### src/rtl/fmt_pkt_sink.sv
// Packet sink: grants formatter requests when the FWFT buffer has room, stores
// words tagged with channel ID and last flag, and flags length/protocol errors.
module fmt_pkt_sink #(
    parameter int DEPTH = 64
) (
    input  logic        clk,
    input  logic        rst,
    input  logic        fmt_req,
    input  logic [1:0]  fmt_chid,
    input  logic [4:0]  fmt_length,
    output logic        fmt_grant,
    input  logic        fmt_start,
    input  logic [31:0] fmt_data,
    input  logic        fmt_end,
    output logic        rd_valid,
    input  logic        rd_ready,
    output logic [31:0] rd_data,
    output logic [1:0]  rd_chid,
    output logic        rd_last,
    output logic        err_len,
    output logic        err_proto,
    input  logic        err_clr,
    output logic [15:0] pkt_cnt
);
    localparam int AW = $clog2(DEPTH);
    localparam logic [AW:0] DEPTH_W = (AW+1)'(DEPTH);

    typedef enum logic [1:0] {IDLE, GRANT, WAIT_START, RECV} state_t;

    state_t         state_q, state_d;
    logic [1:0]     chid_q, chid_d;
    logic [5:0]     len_q, len_d;
    logic [5:0]     wcnt_q, wcnt_d;
    logic [1:0]     tmo_q, tmo_d;
    logic           zreq_q, zreq_d;
    logic           ign_q, ign_d;
    logic           grant_q, grant_d;
    logic           err_len_q, err_len_d;
    logic           err_proto_q, err_proto_d;
    logic [15:0]    pkt_q, pkt_d;
    logic [AW:0]    occ_q, occ_d;
    logic [AW-1:0]  wptr_q, wptr_d, rptr_q, rptr_d;
    logic [34:0]    mem [DEPTH];

    logic           wr_en, wr_last, rd_fire, set_len, set_proto, done;
    logic [5:0]     cnt_new;
    logic [AW:0]    free_w;

    assign free_w  = DEPTH_W - occ_q;
    assign rd_fire = (occ_q != '0) && rd_ready;

    always_comb begin
        state_d   = state_q;
        chid_d    = chid_q;
        len_d     = len_q;
        wcnt_d    = wcnt_q;
        tmo_d     = tmo_q;
        zreq_d    = zreq_q && fmt_req;
        ign_d     = ign_q;
        wr_en     = 1'b0;
        wr_last   = 1'b0;
        set_len   = 1'b0;
        set_proto = 1'b0;
        done      = 1'b0;
        cnt_new   = (state_q == RECV) ? wcnt_q + 6'd1 : 6'd1;

        // Idle/grant: stray start/end is an error unless we are draining the
        // tail of a packet abandoned by reset or by a length overrun.
        if (state_q == IDLE || state_q == GRANT) begin
            if (ign_q) begin
                if (fmt_end) ign_d = 1'b0;
            end else if (fmt_start || fmt_end) begin
                set_proto = 1'b1;
            end
        end

        case (state_q)
            IDLE: begin
                if (fmt_req && fmt_length == 5'd0) begin
                    set_proto = set_proto || !zreq_q;
                    zreq_d    = 1'b1;
                end else if (fmt_req && free_w >= (AW+1)'(fmt_length)) begin
                    state_d = GRANT;
                    chid_d  = fmt_chid;
                    len_d   = {1'b0, fmt_length};
                    wcnt_d  = 6'd0;
                end
            end
            GRANT: begin
                state_d = WAIT_START;
                tmo_d   = 2'd0;
                ign_d   = 1'b0;
            end
            WAIT_START: begin
                if (fmt_start) begin
                    wr_en   = 1'b1;
                    wcnt_d  = 6'd1;
                    state_d = RECV;
                end else if (tmo_q == 2'd3) begin
                    set_proto = 1'b1;
                    state_d   = IDLE;
                end else begin
                    tmo_d = tmo_q + 2'd1;
                end
            end
            RECV: begin
                wr_en  = 1'b1;
                wcnt_d = cnt_new;
            end
            default: state_d = IDLE;
        endcase

        // A packet closes on fmt_end or on reaching its length, whichever first.
        if (wr_en) begin
            done    = fmt_end || (cnt_new == len_q);
            wr_last = done;
            if (done) begin
                state_d = IDLE;
                wcnt_d  = 6'd0;
                set_len = !fmt_end || (cnt_new != len_q);
                if (!fmt_end) ign_d = 1'b1;
            end
        end

        grant_d     = (state_d == GRANT);
        err_len_d   = (err_len_q && !err_clr) || set_len;
        err_proto_d = (err_proto_q && !err_clr) || set_proto;
        pkt_d       = pkt_q + 16'(done);
        occ_d       = occ_q + (AW+1)'(wr_en) - (AW+1)'(rd_fire);
        wptr_d      = wptr_q + AW'(wr_en);
        rptr_d      = rptr_q + AW'(rd_fire);
    end

    always_ff @(posedge clk) begin
        if (rst) begin
            state_q     <= IDLE;
            chid_q      <= 2'd0;
            len_q       <= 6'd0;
            wcnt_q      <= 6'd0;
            tmo_q       <= 2'd0;
            zreq_q      <= 1'b0;
            ign_q       <= 1'b1;
            grant_q     <= 1'b0;
            err_len_q   <= 1'b0;
            err_proto_q <= 1'b0;
            pkt_q       <= 16'd0;
            occ_q       <= '0;
            wptr_q      <= '0;
            rptr_q      <= '0;
        end else begin
            state_q     <= state_d;
            chid_q      <= chid_d;
            len_q       <= len_d;
            wcnt_q      <= wcnt_d;
            tmo_q       <= tmo_d;
            zreq_q      <= zreq_d;
            ign_q       <= ign_d;
            grant_q     <= grant_d;
            err_len_q   <= err_len_d;
            err_proto_q <= err_proto_d;
            pkt_q       <= pkt_d;
            occ_q       <= occ_d;
            wptr_q      <= wptr_d;
            rptr_q      <= rptr_d;
        end
    end

    always_ff @(posedge clk) begin
        if (wr_en && !rst) mem[wptr_q] <= {wr_last, chid_q, fmt_data};
    end

    assign fmt_grant = grant_q;
    assign rd_valid  = (occ_q != '0);
    assign {rd_last, rd_chid, rd_data} = mem[rptr_q];
    assign err_len   = err_len_q;
    assign err_proto = err_proto_q;
    assign pkt_cnt   = pkt_q;
endmodule

### config.mk
export PLATFORM = sky130hd
export DESIGN_NAME = fmt_pkt_sink
export DESIGN_NICKNAME = d
export VERILOG_FILES = /design/src/rtl/fmt_pkt_sink.sv
export SDC_FILE = /design/constraint.sdc
export NUM_CORES = 2
export LEC_CHECK = 0
export ABC_CLOCK_PERIOD_IN_PS = 4670
export BUFFER_PORTS_ARGS = -buffer_cell sky130_fd_sc_hd__buf_2
export CAP_MARGIN = 20
export CORE_UTILIZATION = 25
export CTS_CLUSTER_SIZE = 25
export DETAILED_ROUTE_END_ITERATION = 8
export GPL_ROUTABILITY_DRIVEN = 0
export PLACE_DENSITY_LB_ADDON = 0.3
export SETUP_SLACK_MARGIN = 0.3
export SLEW_MARGIN = 20
export SYNTH_ARGS = -nofsm -noshare
export SYNTH_HDL_FRONTEND = slang
export SYNTH_SLANG_ARGS = --single-unit
### constraint.sdc
create_clock -name clk -period 4.67 [get_ports clk]
set_clock_uncertainty 0.2 [all_clocks]
set_input_delay 0.934 -clock clk [delete_from_list [all_inputs] [get_ports clk]]
set_output_delay 0.934 -clock clk [all_outputs]
set_load 0.005 [all_outputs]
==> qor.log <==
INFO  setup_path     timing.critical_path.slowest_cell_delay=0.57ns
INFO  global_route   groute.usage.overall=14.83%
INFO  placed_design  post-dp-hpwl=152,600µm
INFO  layout         fraction_of_layout_cells_with_a_size_suffix_above_1=34.46%
INFO  yosys          yosys_warnings=0
INFO  yosys          post_synth_instance_area=88,460µm²
INFO  power_and_ir_drop total_power=50.40mW
INFO  routing        routed_via_density=4.688
INFO  clocking       clk_path_buf_depth=4
INFO  sta            setup_ws=-0.07725ns
INFO  routing        num_vias=44.30k
INFO  min_path       min_path_type=in2reg
INFO  yosys          post_synth.cell_area_avg=22.14µm²
INFO  layout         nFillCells=34.00k
INFO  global_route   m3_gr_usage=3.055%
INFO  layout         finalNetCount=4,603
INFO  placed_design  io_buffer_count=100
INFO  sta            finalCritPeriodShare=101.7%
INFO  setup_path     timing.critical_path.slowest_stage_cell=sky130_fd_sc_hd__mux4_2
INFO  routing        detail-route-antenna-nets=0
INFO  floorplan      start_util=25.10%
INFO  global_route   first_global_vias=44.89k
INFO  sta            worst_slew_margin_rel=21.85%
INFO  setup_path     timing.critical_path.fanout_max=6
INFO  global_route   grt_antenna_before_repair=29
INFO  global_route   grt_remaining_overflow=0
INFO  clocking       h-tree-depth=4
INFO  layout         layout_common_cells=sky130_fd_sc_hd__edfxtp_1 (2,240), sky130_fd_sc_hd__mux4_2 (563), sky130_fd_sc_hd__buf_4 (300)
INFO  layout         areaGrowthSynthToFinish=21.58%
INFO  floorplan      num_io_pins=101
INFO  routing        detail_route.wl_per_cell=28.52µm
INFO  global_route   grt_start_max_net_pins=90
INFO  yosys          synth-edff-count=2,240
INFO  setup_path     end_kind=output pin
INFO  yosys          fraction_of_the_yosys_area_taken_by_sequential_cells=77.33%
INFO  floorplan      core-area=352,400µm²
INFO  sta            maxSlewViolCount=0
INFO  layout         seqCellArea=68,430µm²
INFO  sta            period_minus_slack=4.747ns
INFO  placed_design  place_ws=0.03223ns
INFO  floorplan      placementRows=218
INFO  floorplan      chipHeight=596.9µm
INFO  clocking       clk_pin_slew=0.06ns
INFO  run            max_cap_violations=0
INFO  routing        drt_first_pass_iters=5
INFO  layout         multiInputGateArea=20,280µm²
INFO  sta            final-hold-violation-count=0
INFO  global_route   wire_length_of_the_first_global_routing_pass=369,200µm
INFO  setup_path     cells_along_the_critical_path=buf_12 -> buf_12 -> buf_12 -> buf_16 -> mux4_2 -> mux4_2 -> a22oi_2 -> o211ai_1 -> buf_2
INFO  yosys          synthCells=3,996
INFO  power_and_ir_drop ir_drop=322.5µV
INFO  sta            grt_setup_unrepaired=yes
INFO  setup_path     timing.critical_path.arrival=3.61ns
INFO  clocking       tritoncts.num_buffers=226
INFO  sta            worst_slew_pin_slew=1.170ns
INFO  power_and_ir_drop p_per_area=468.7nW/µm²
INFO  sta            setup_viol=13
INFO  yosys          net_count_after_synthesis=4,069
INFO  setup_path     critPathTopFamily=multiplexers
INFO  setup_path     crit_buf_inv=5
INFO  yosys          synth_flop_cell=sky130_fd_sc_hd__edfxtp_1
INFO  routing        drt_iter0_drc=4,506
INFO  floorplan      fp.dieW=596.9µm
INFO  yosys          yosys_register_bits=2,297
INFO  status         violations_in_the_final_reports=negative setup slack
INFO  clocking       cts_tree=built
INFO  clocking       clk-insertion-delay-late=0.86ns
INFO  layout         most_common_cell_after_layout_fill_and_taps_aside=sky130_fd_sc_hd__edfxtp_1
INFO  global_route   global_routing_s_busiest_layer=met2
INFO  setup_path     critPathKind=reg2out
INFO  setup_path     timing.critical_path.required=3.54ns
INFO  yosys          synth_async_sr_flop_share=0%
INFO  global_route   met2_usage_grt=25.00%
INFO  floorplan      die_area=356,200µm²
INFO  sta            fmaxAchievable=210.6MHz
INFO  clocking       cts.root.buffer_cell=sky130_fd_sc_hd__clkbuf_16
INFO  global_route   met1_demand_to_capacity_share_in_global_routing=19.31%
INFO  clocking       tritoncts_num_sinks=2,297
INFO  setup_path     most_prevalent_standard_cell_on_the_critical_path=sky130_fd_sc_hd__buf_12
INFO  setup_path     worst_setup_path_start_kind=flip-flop
INFO  status         run_status=finished, violations left
INFO  yosys          synth_cell_type_count=54
INFO  power_and_ir_drop power_leakage=32.71nW
INFO  routing        route.final.wire_length=269,600µm
INFO  routing        drc_errors=0
## path summary, 6_finish.rpt
kind                                        startpoint                     end  slack [ns]  cells after the start
worst max-delay path              rptr_q[0]$_SDFF_PP0_             rd_data[11]       -0.08                      9
worst min-delay path                           fmt_end        ign_q$_SDFF_PP1_        0.15                      2
worst max register to register   state_q[0]$_SDFF_PP0_    mem[50][4]$_DFFE_PP_        0.57                      6
worst min register to register  chid_q[1]$_SDFFE_PP0P_  chid_q[1]$_SDFFE_PP0P_        0.28                      2
## timing repair
item | 4_1_cts | 5_1_grt
cloned | 21 | 7
pin swaps | 26 | 31
setup buffers | 71 | 36
gates resized for setup | 247 | 79
hold buffers | 0 | 0
endpoints found under the setup margin | 35 | 35
## flip-flops by register name, indices dropped and copies added, names as in the netlist
| signal | count |
|---|---|
| mem | 2240 |
| pkt_cnt | 16 |
| occ_q | 7 |
| rptr_q | 6 |
| wcnt_q | 6 |
| wptr_q | 6 |
| len_q | 5 |
| chid_q | 2 |
| state_q | 2 |
| tmo_q | 2 |
| err_len | 1 |
| err_proto | 1 |
| fmt_grant | 1 |
| ign_q | 1 |
| zreq_q | 1 |
## cell families after synthesis
logic type / synth area share [%]
DFF: 77.33
xor gates and xnor gates: 0.3267
and+or+nand+nor: 1.733
adders and majority gates: 0.3904
buffers and inverters: 1.293
muxes: 16.55
AOI/OAI and AO/OA: 2.387
## cells in the mapped netlist, types with 3 or more instances
cell	n	area share [%]
sky130_fd_sc_hd__a22oi_1	58	0.49
sky130_fd_sc_hd__a221oi_1	35	0.35
sky130_fd_sc_hd__ha_1	26	0.37
sky130_fd_sc_hd__a21oi_1	45	0.25
sky130_fd_sc_hd__a2111oi_0	6	0.059
sky130_fd_sc_hd__inv_1	21	0.089
sky130_fd_sc_hd__a211oi_1	11	0.093
sky130_fd_sc_hd__or3_1	9	0.064
sky130_fd_sc_hd__a41oi_1	11	0.11
sky130_fd_sc_hd__edfxtp_1	2240	76
sky130_fd_sc_hd__and2_1	5	0.035
sky130_fd_sc_hd__buf_6	14	0.18
sky130_fd_sc_hd__mux2i_1	182	2.1
sky130_fd_sc_hd__nand3_1	18	0.10
sky130_fd_sc_hd__o31ai_1	10	0.085
sky130_fd_sc_hd__buf_4	26	0.22
sky130_fd_sc_hd__clkbuf_1	94	0.40
sky130_fd_sc_hd__nor2b_1	18	0.13
sky130_fd_sc_hd__o21ai_0	60	0.34
sky130_fd_sc_hd__dfxtp_1	57	1.3
sky130_fd_sc_hd__a211o_1	9	0.089
sky130_fd_sc_hd__o211ai_1	6	0.051
sky130_fd_sc_hd__o22ai_1	28	0.20
sky130_fd_sc_hd__mux2_2	12	0.15
sky130_fd_sc_hd__mux4_2	563	14
sky130_fd_sc_hd__or4_1	3	0.025
sky130_fd_sc_hd__xor2_1	15	0.15
sky130_fd_sc_hd__nor3b_1	4	0.034
sky130_fd_sc_hd__o21bai_1	4	0.034
sky130_fd_sc_hd__nor3_1	16	0.091
sky130_fd_sc_hd__xnor2_1	18	0.18
sky130_fd_sc_hd__o22a_1	11	0.11
sky130_fd_sc_hd__nand2_1	100	0.42
sky130_fd_sc_hd__nand3b_1	4	0.034
sky130_fd_sc_hd__nand2b_1	17	0.12
sky130_fd_sc_hd__buf_2	53	0.30
sky130_fd_sc_hd__nand4_1	5	0.035
sky130_fd_sc_hd__buf_1	24	0.10
sky130_fd_sc_hd__or2_2	3	0.021
sky130_fd_sc_hd__nor2_1	137	0.58
## report_power, final
group          leakage (nW)  internal (mW)  total [mW]  switching, mW
Clock                  3.50           10.1        17.9           7.82
Sequential             20.6           22.8        22.9         0.0759
Combinational          8.61           5.02        9.61           4.59
Total                  32.7           37.9        50.4           12.5
## per-stage QoR
stage | util (%) | TNS, ns | hold slack (ns) | std cells | area, µm²
floorplan | - | 0 | 0.2610 | 3996 | 88470
global route | 30.51 | -1.944 | 0.1206 | 9444 | 107500
finish | 30.52 | -0.3707 | 0.1492 | 9450 | 107600
CTS | 30.24 | -2.137 | 0.08016 | 9400 | 106600
global placement | 27.54 | 0 | 0.2658 | 8896 | 97050
detailed placement | 27.54 | 0 | 0.2703 | 8897 | 97070
## final cells by class
class / instances / share of cell area (%)
tap: 4730 / 5.503
antenna: 7 / 0.01629
inverter: 22 / 0.07678
multi-input combinational: 1466 / 18.85
sequential: 2297 / 63.62
clock inverter: 130 / 1.126
timing repair buffer: 517 / 5.315
clock buffer: 281 / 5.487
## routing by layer
metal  share of wire, %  up-vias
met5              0.064        -
li1                   -    17990
met3                6.6      372
met4                3.0       28
met1                 41    24400
met2                 49     1516
Power figures use the tool's default switching activity.
